==> src/rtl/qtree_pkg.sv <==
// Shared types and helpers for the n-ary search-tree lookup stage.
// The typedefs describe a node at the default geometry (16-bit keys,
// 8-bit addresses, fanout 4); stages with other widths build their own
// local types but share the FANOUT_BITS helper.
package qtree_pkg;

    localparam int KEY_W_DEF  = 16;
    localparam int ADDR_W_DEF = 8;
    localparam int FANOUT_DEF = 4;

    typedef logic [KEY_W_DEF-1:0] node_key_t;

    // Sorted key array of one node, key 0 in the LSBs.
    typedef node_key_t [FANOUT_DEF-2:0] node_keys_t;

    // One lookup travelling down the tree.
    typedef struct packed {
        logic [KEY_W_DEF-1:0]  key;
        logic [ADDR_W_DEF-1:0] addr;
    } lookup_t;

    // Number of child-select bits a node of the given fanout contributes.
    function automatic int fanout_bits(input int fanout);
        return $clog2(fanout);
    endfunction

endpackage

==> src/rtl/qstage_skid.sv <==
// Two-entry output skid buffer with registered valid and data outputs.
// Accepts a push while full provided the head is popped on the same edge.
module qstage_skid #(
    parameter int DATA_WIDTH = 8
) (
    input  logic                  clk_i,
    input  logic                  rst_i,
    input  logic                  in_valid_i,
    input  logic [DATA_WIDTH-1:0] in_data_i,
    output logic                  in_ready_o,
    output logic                  out_valid_o,
    output logic [DATA_WIDTH-1:0] out_data_o,
    input  logic                  out_ready_i,
    output logic [1:0]            count_o
);

    logic [1:0]            count_q, count_d;
    logic [DATA_WIDTH-1:0] head_q;
    logic [DATA_WIDTH-1:0] tail_q;
    logic                  push;
    logic                  pop;

    assign out_valid_o = (count_q != 2'd0);
    assign out_data_o  = head_q;
    assign count_o     = count_q;
    assign pop         = out_valid_o && out_ready_i;
    assign in_ready_o  = (count_q != 2'd2) || pop;
    assign push        = in_valid_i && in_ready_o;

    // Occupancy bookkeeping.
    always_comb begin
        count_d = count_q;
        if (push && !pop) begin
            count_d = count_q + 2'd1;
        end else if (pop && !push) begin
            count_d = count_q - 2'd1;
        end
    end

    // Only the occupancy is reset; stale entry data is never observable.
    always_ff @(posedge clk_i) begin
        if (rst_i) begin
            count_q <= 2'd0;
        end else begin
            count_q <= count_d;
        end
    end

    // Entry storage: head is always the oldest entry.
    always_ff @(posedge clk_i) begin
        case ({push, pop})
            2'b10: begin
                if (count_q == 2'd0) begin
                    head_q <= in_data_i;
                end else begin
                    tail_q <= in_data_i;
                end
            end
            2'b01: head_q <= tail_q;
            2'b11: begin
                if (count_q == 2'd1) begin
                    head_q <= in_data_i;
                end else begin
                    head_q <= tail_q;
                    tail_q <= in_data_i;
                end
            end
            default: ;
        endcase
    end

endmodule

==> src/rtl/qstage_nary.sv <==
// One level of an n-ary search tree: reads the node addressed by the
// lookup, finds the child slot for the key and emits the child address.
// Optional feature macro: QSTAGE_NARY_MATCH_EN adds out_match_o (exact key hit).
module qstage_nary
    import qtree_pkg::*;
#(
    parameter  int KEY_WIDTH      = 16,
    parameter  int ADDR_WIDTH     = 8,
    parameter  int RAM_ADDR_WIDTH = 4,
    parameter  int FANOUT         = 4,
    parameter  int BYPASS_WIDTH   = 1,
    localparam int RAM_DATA_WIDTH = KEY_WIDTH * (FANOUT - 1)
) (
    input  logic                      clk_i,
    input  logic                      rst_i,
    input  logic [RAM_ADDR_WIDTH-1:0] mm_ram_addr_i,
    input  logic [RAM_DATA_WIDTH-1:0] mm_ram_data_i,
    input  logic                      mm_ram_write_i,
    input  logic [KEY_WIDTH-1:0]      in_key_i,
    input  logic [ADDR_WIDTH-1:0]     in_addr_i,
    input  logic [BYPASS_WIDTH-1:0]   in_bypass_i,
    input  logic                      in_valid_i,
    output logic                      in_ready_o,
    output logic [KEY_WIDTH-1:0]      out_key_o,
    output logic [ADDR_WIDTH-1:0]     out_addr_o,
    output logic [BYPASS_WIDTH-1:0]   out_bypass_o,
    output logic                      out_valid_o,
`ifdef QSTAGE_NARY_MATCH_EN
    output logic                      out_match_o,
`endif
    input  logic                      out_ready_i
);

    localparam int FB = fanout_bits(FANOUT);
`ifdef QSTAGE_NARY_MATCH_EN
    localparam int PAY_W = KEY_WIDTH + ADDR_WIDTH + BYPASS_WIDTH + 1;
`else
    localparam int PAY_W = KEY_WIDTH + ADDR_WIDTH + BYPASS_WIDTH;
`endif

    if (FANOUT < 2 || FANOUT > 16 || (FANOUT & (FANOUT - 1)) != 0) begin : g_bad_fanout
        $error("qstage_nary: FANOUT must be a power of two in 2..16");
    end
    if (RAM_ADDR_WIDTH > ADDR_WIDTH) begin : g_bad_ram_addr
        $error("qstage_nary: RAM_ADDR_WIDTH must not exceed ADDR_WIDTH");
    end

    logic [RAM_DATA_WIDTH-1:0] ram_q [2**RAM_ADDR_WIDTH];

    logic [RAM_DATA_WIDTH-1:0] rd_data_p1_q;
    logic [KEY_WIDTH-1:0]      key_p1_q;
    logic [ADDR_WIDTH-1:0]     addr_p1_q;
    logic [BYPASS_WIDTH-1:0]   bypass_p1_q;
    logic                      vld_p1_q, vld_p1_d;

    logic                      accept;
    logic [2:0]                occ;
    logic                      skid_rdy;
    logic                      skid_push;
    logic                      skid_vld;
    logic                      skid_pop;
    logic [1:0]                skid_cnt;
    logic [FB-1:0]             postfix;
    logic [ADDR_WIDTH-1:0]     child_addr;
    logic [PAY_W-1:0]          pay_in;
    logic [PAY_W-1:0]          pay_out;
`ifdef QSTAGE_NARY_MATCH_EN
    logic                      match_p1;
`endif

    // Entries that will still be held after this edge: the skid contents
    // minus any pop happening now, plus the lookup in the compare stage.
    // Counting the pop keeps full throughput while out_ready_i is high.
    assign skid_pop   = skid_vld && out_ready_i;
    assign occ        = {1'b0, skid_cnt} - {2'b00, skid_pop} + {2'b00, vld_p1_q};
    assign in_ready_o = !rst_i && (occ < 3'd2);
    assign accept     = in_valid_i && in_ready_o;
    assign skid_push  = vld_p1_q && skid_rdy;
    assign vld_p1_d   = accept || (vld_p1_q && !skid_rdy);

    // Node RAM write port; never reset.
    always_ff @(posedge clk_i) begin
        if (mm_ram_write_i) begin
            ram_q[mm_ram_addr_i] <= mm_ram_data_i;
        end
    end

    // Stage p0 -> p1: registered RAM read (old data on a same-edge write) plus payload.
    always_ff @(posedge clk_i) begin
        if (accept) begin
            rd_data_p1_q <= ram_q[in_addr_i[RAM_ADDR_WIDTH-1:0]];
            key_p1_q     <= in_key_i;
            addr_p1_q    <= in_addr_i;
            bypass_p1_q  <= in_bypass_i;
        end
    end

    // Stage p1 valid; cleared by reset so in-flight lookups are discarded.
    always_ff @(posedge clk_i) begin
        if (rst_i) begin
            vld_p1_q <= 1'b0;
        end else begin
            vld_p1_q <= vld_p1_d;
        end
    end

    // Stage p1 compare: smallest slot whose key is >= the lookup key
    // (scanned from the top so the lowest hit wins), else the last child.
    always_comb begin
        postfix = FB'(FANOUT - 1);
`ifdef QSTAGE_NARY_MATCH_EN
        match_p1 = 1'b0;
`endif
        for (int i = FANOUT - 2; i >= 0; i--) begin
            if (key_p1_q <= rd_data_p1_q[i*KEY_WIDTH +: KEY_WIDTH]) begin
                postfix = FB'(i);
`ifdef QSTAGE_NARY_MATCH_EN
                match_p1 = (key_p1_q == rd_data_p1_q[i*KEY_WIDTH +: KEY_WIDTH]);
`endif
            end
        end
    end

    assign child_addr = ADDR_WIDTH'({addr_p1_q, postfix});

`ifdef QSTAGE_NARY_MATCH_EN
    assign pay_in = {match_p1, bypass_p1_q, child_addr, key_p1_q};
`else
    assign pay_in = {bypass_p1_q, child_addr, key_p1_q};
`endif

    qstage_skid #(
        .DATA_WIDTH (PAY_W)
    ) u_skid (
        .clk_i       (clk_i),
        .rst_i       (rst_i),
        .in_valid_i  (skid_push),
        .in_data_i   (pay_in),
        .in_ready_o  (skid_rdy),
        .out_valid_o (skid_vld),
        .out_data_o  (pay_out),
        .out_ready_i (out_ready_i),
        .count_o     (skid_cnt)
    );

    assign out_valid_o  = skid_vld;
    assign out_key_o    = pay_out[KEY_WIDTH-1:0];
    assign out_addr_o   = pay_out[KEY_WIDTH +: ADDR_WIDTH];
    assign out_bypass_o = pay_out[KEY_WIDTH+ADDR_WIDTH +: BYPASS_WIDTH];
`ifdef QSTAGE_NARY_MATCH_EN
    assign out_match_o  = skid_vld && pay_out[PAY_W-1];
`endif

endmodule

==> config.mk <==
export PLATFORM = sky130hd
export DESIGN_NAME = qstage_nary
export DESIGN_NICKNAME = d
export VERILOG_FILES = /design/src/rtl/qtree_pkg.sv /design/src/rtl/qstage_skid.sv /design/src/rtl/qstage_nary.sv
export SDC_FILE = /design/constraint.sdc
export NUM_CORES = 1
export LEC_CHECK = 0
export ABC_AREA = 1
export BUFFER_PORTS_ARGS = -buffer_cell sky130_fd_sc_hd__buf_2
export CAP_MARGIN = 20
export CORE_ASPECT_RATIO = 0.7
export CORE_MARGIN = 4
export CORE_UTILIZATION = 45
export DETAILED_ROUTE_END_ITERATION = 10
export SLEW_MARGIN = 5
export SYNTH_ARGS = -nofsm -noshare
export SYNTH_HDL_FRONTEND = slang
export SYNTH_SLANG_ARGS = --single-unit
==> constraint.sdc <==
create_clock -name clk_i -period 7.75 [get_ports clk_i]
set_clock_uncertainty 0.2 [all_clocks]
set_input_delay 1.55 -clock clk_i [delete_from_list [all_inputs] [get_ports clk_i]]
set_output_delay 1.55 -clock clk_i [all_outputs]
set_load 0.03 [all_outputs]
==> impl_metrics.toml <==
[outcome]
outcome = "finished clean"

[cts]
clk_path_buf_depth = 3
path_clk_slew_ps = 60
cts_tree = "yes"
cts_max_level = 3
cts_buffers = 85
insertion_delay_ps = 630
cts_hold_buf = 0
numClockSinks = 892
cts.repair.resized = 0
postCtsSetupRepairBufs = 0
clockRootBuffer = "clkbuf_16"

[sta]
whs_ps = 249
setup_viol = 0
finalHoldViolations = 0
finalSetupTns_ps = 0
max_freq_ghz = 0.191
slew_violations = 0
rsz0062_at_grt = "no"
relSlewSlack = 0.238
worst_pin_slew_ps = 1140
fin_crit_ps = 5230
finalCritPeriodShare = 0.674

[power]
internal_power_uw = 8330
power_frac_seq = 0.522
p_leak_uw = 0.0144
swShare = 0.232
powerDensity_mw_per_mm2 = 268
combPwrFrac = 0.091
ir_drop_mv = 0.136
power_switching_uw = 2510
p_clk_frac = 0.387

[grt]
grt_antenna_before_repair = 9
grt_pass1_vias = 19900
grt_usage = 0.200
overflow = 0
grt_max_degree = 159
grt_pass1_wl_mm = 127

[place]
hpwl_mm = 43.0
place.gp.congestion = 0.786
portBuffers = 106

[critical_path]
cp_max_fo = 4
cp_slowest_cell = "fa_1"
crit_path_end_kind = "output pin"
cp-start-kind = "input port"
regToRegSetupSlack_ps = 3440
slowest_delay_ps = 430
critPathKind = "in -> out"
cp.arrival_ps = 3480
cp_cell_sequence = "buf_2 -> nand2_1 -> inv_2 -> ha_1 -> or2_1 -> fa_1 -> inv_1 -> nor2_1 -> nor2_1 -> o211ai_1 -> inv_1 -> buf_2"
required_ps = 6000

[yosys]
synth-main-ff-cell = "edfxtp_1"
synth-edff-count = 889
async_reset_ff_frac = 0
netlist-cell-type-count = 34
ys_warn_count = 0
yosys-top-cells-area = "edfxtp_1 74%, mux2i_1 5.3%, o211ai_1 4.0%"
ys_ff_latch = 892
yosysMostFrequentCell = "edfxtp_1"
synth_nets = 2576
syn-mean-instance-area_um2 = 14.8
ys_seq_area_frac = 0.739
synthDominantCellAreaShare = 0.737
synth_top_area_cell = "edfxtp_1"
synthCells = 2441
synthTopCellsByCount = "889 x edfxtp_1, 235 x inv_1, 222 x a21oi_1, 193 x o211ai_1, 192 x mux2i_1"
synth_area_mm2 = 0.0362

[detailed_routing]
firstDrtPassIters = 5
antenna_violating_nets_post_route = 0
wire_per_inst_um = 23.4
drt_iter0_drc = 1840
vias = 20200
drc = 0
wl_mm = 85.7
vias_per_cell = 5.51

[floorplanning]
dieWidth_um = 347
die_height_um = 245
rows = 86
die_area_mm2 = 0.0851
start_util = 0.457
core_area_mm2 = 0.0792
ioPinCount = 109

[hold_path]
hp-class = "reg -> reg"

[job]
max-cap-violations = 0

[cells_and_area]
synthToLayoutAreaGrowth_pct = 11.9
fin_util = 0.511
nets = 2662
final_layout_size_suffix_gt1_frac = 0.120
worst max-delay path: cells and delay by family:
family / cells / cell delay [ps]
buf+inv: 5 / 550
simple gates: 4 / 560
compound gates: 1 / 110
fa+ha+maj: 2 / 720
cell type report:
cell class              instances  area (um2)
diodes                          3        7.51
clock buffers                 109        2300
clock inverters                47         512
fillers                      6483       38700
inverters                     269        1050
multi-input cells            1142        7680
flip-flops and latches        892       26800
well taps                    1056        1320
repair buffers                137         882
flip-flops by register name (all words and copies together), names as in the netlist:
name	count
bypass_p1_q	1
key_p1_q	16
rd_data_p1_q	48
ram_q	768
addr_p1_q	6
vld_p1_q	1
u_skid.out_data_o	25
u_skid.tail_q	25
u_skid.count_o	2
power groups by stage:
stage / clock network, uW / registers, uW / logic [uW]
CTS: 4270 / 5660 / 994
detailed placement: 0 / 5760 / 989
global route: 4500 / 5680 / 1100
finish: 4190 / 5660 / 986
global placement: 0 / 5760 / 961
floorplan: 0 / 5800 / 582
stage by stage:
step                std cells  total power [uW]  cell area, um2  setup WS, ps
floorplan                2441              6380           36200          1270
CTS                      3651             10900           40500          2550
detailed placement       3495              6750           37700          2560
finish                   3655             10800           40500          2520
global placement         3494              6720           37600          2570
global route             3654             11300           40500          2460
kinds of logic after synthesis:
family,Yosys count,share of synthesized area
adder cells (fa/ha/maj),53,0.0185
AND/OR/NAND/NOR,211,0.0245
AO/OA/AOI/OAI,664,0.106
buffers and inverters,407,0.0524
multiplexers,214,0.0599
flip-flops,892,0.739
routing by layer:
metal	track usage	up-vias	part of all wire	routed length, um
met5	0	-	0.00042	36
met1	0.274	10100	0.43	37200
li1	-	9313	-	-
met4	0.0554	6	0.024	2020
met3	0.0406	157	0.070	5960
met2	0.327	620	0.47	40500
worst paths after layout:
kind | startpoint | endpoint | depth (start not counted)
setup reg to reg | u_skid.count_o[1]$_SDFFE_PP0P_ | key_p1_q[7]$_DFFE_PP_ | 16
setup / recovery | out_ready_i | in_ready_o | 12
hold reg to reg | bypass_p1_q$_DFFE_PP_ | u_skid.tail_q[24]$_DFFE_PP_ | 0
hold / removal | bypass_p1_q$_DFFE_PP_ | u_skid.tail_q[24]$_DFFE_PP_ | 0
cell usage in the layout, fill, tap and decap left out, types with 2 or more instances in the layout:
cell and instances:
o21ai_1 67, o211ai_1 193, mux2_1 22, inv_1 234, dfxtp_1 3, clkinv_2 43
clkinv_4 3, o21a_1 2, nand4_1 3, clkinvlp_4 2, nor2_4 16, bufinv_16 11
inv_2 6, clkbuf_16 89, buf_2 103, nor2_1 19, nand2_1 109, buf_12 8
clkbuf_1 20, inv_6 2, clkinv_1 15, edfxtp_1 889, mux2i_1 192, buf_4 24
nand3_1 58, diode_2 3, a21oi_1 222, o21ai_0 176, ha_1 52
Power figures use the tool's default switching activity.
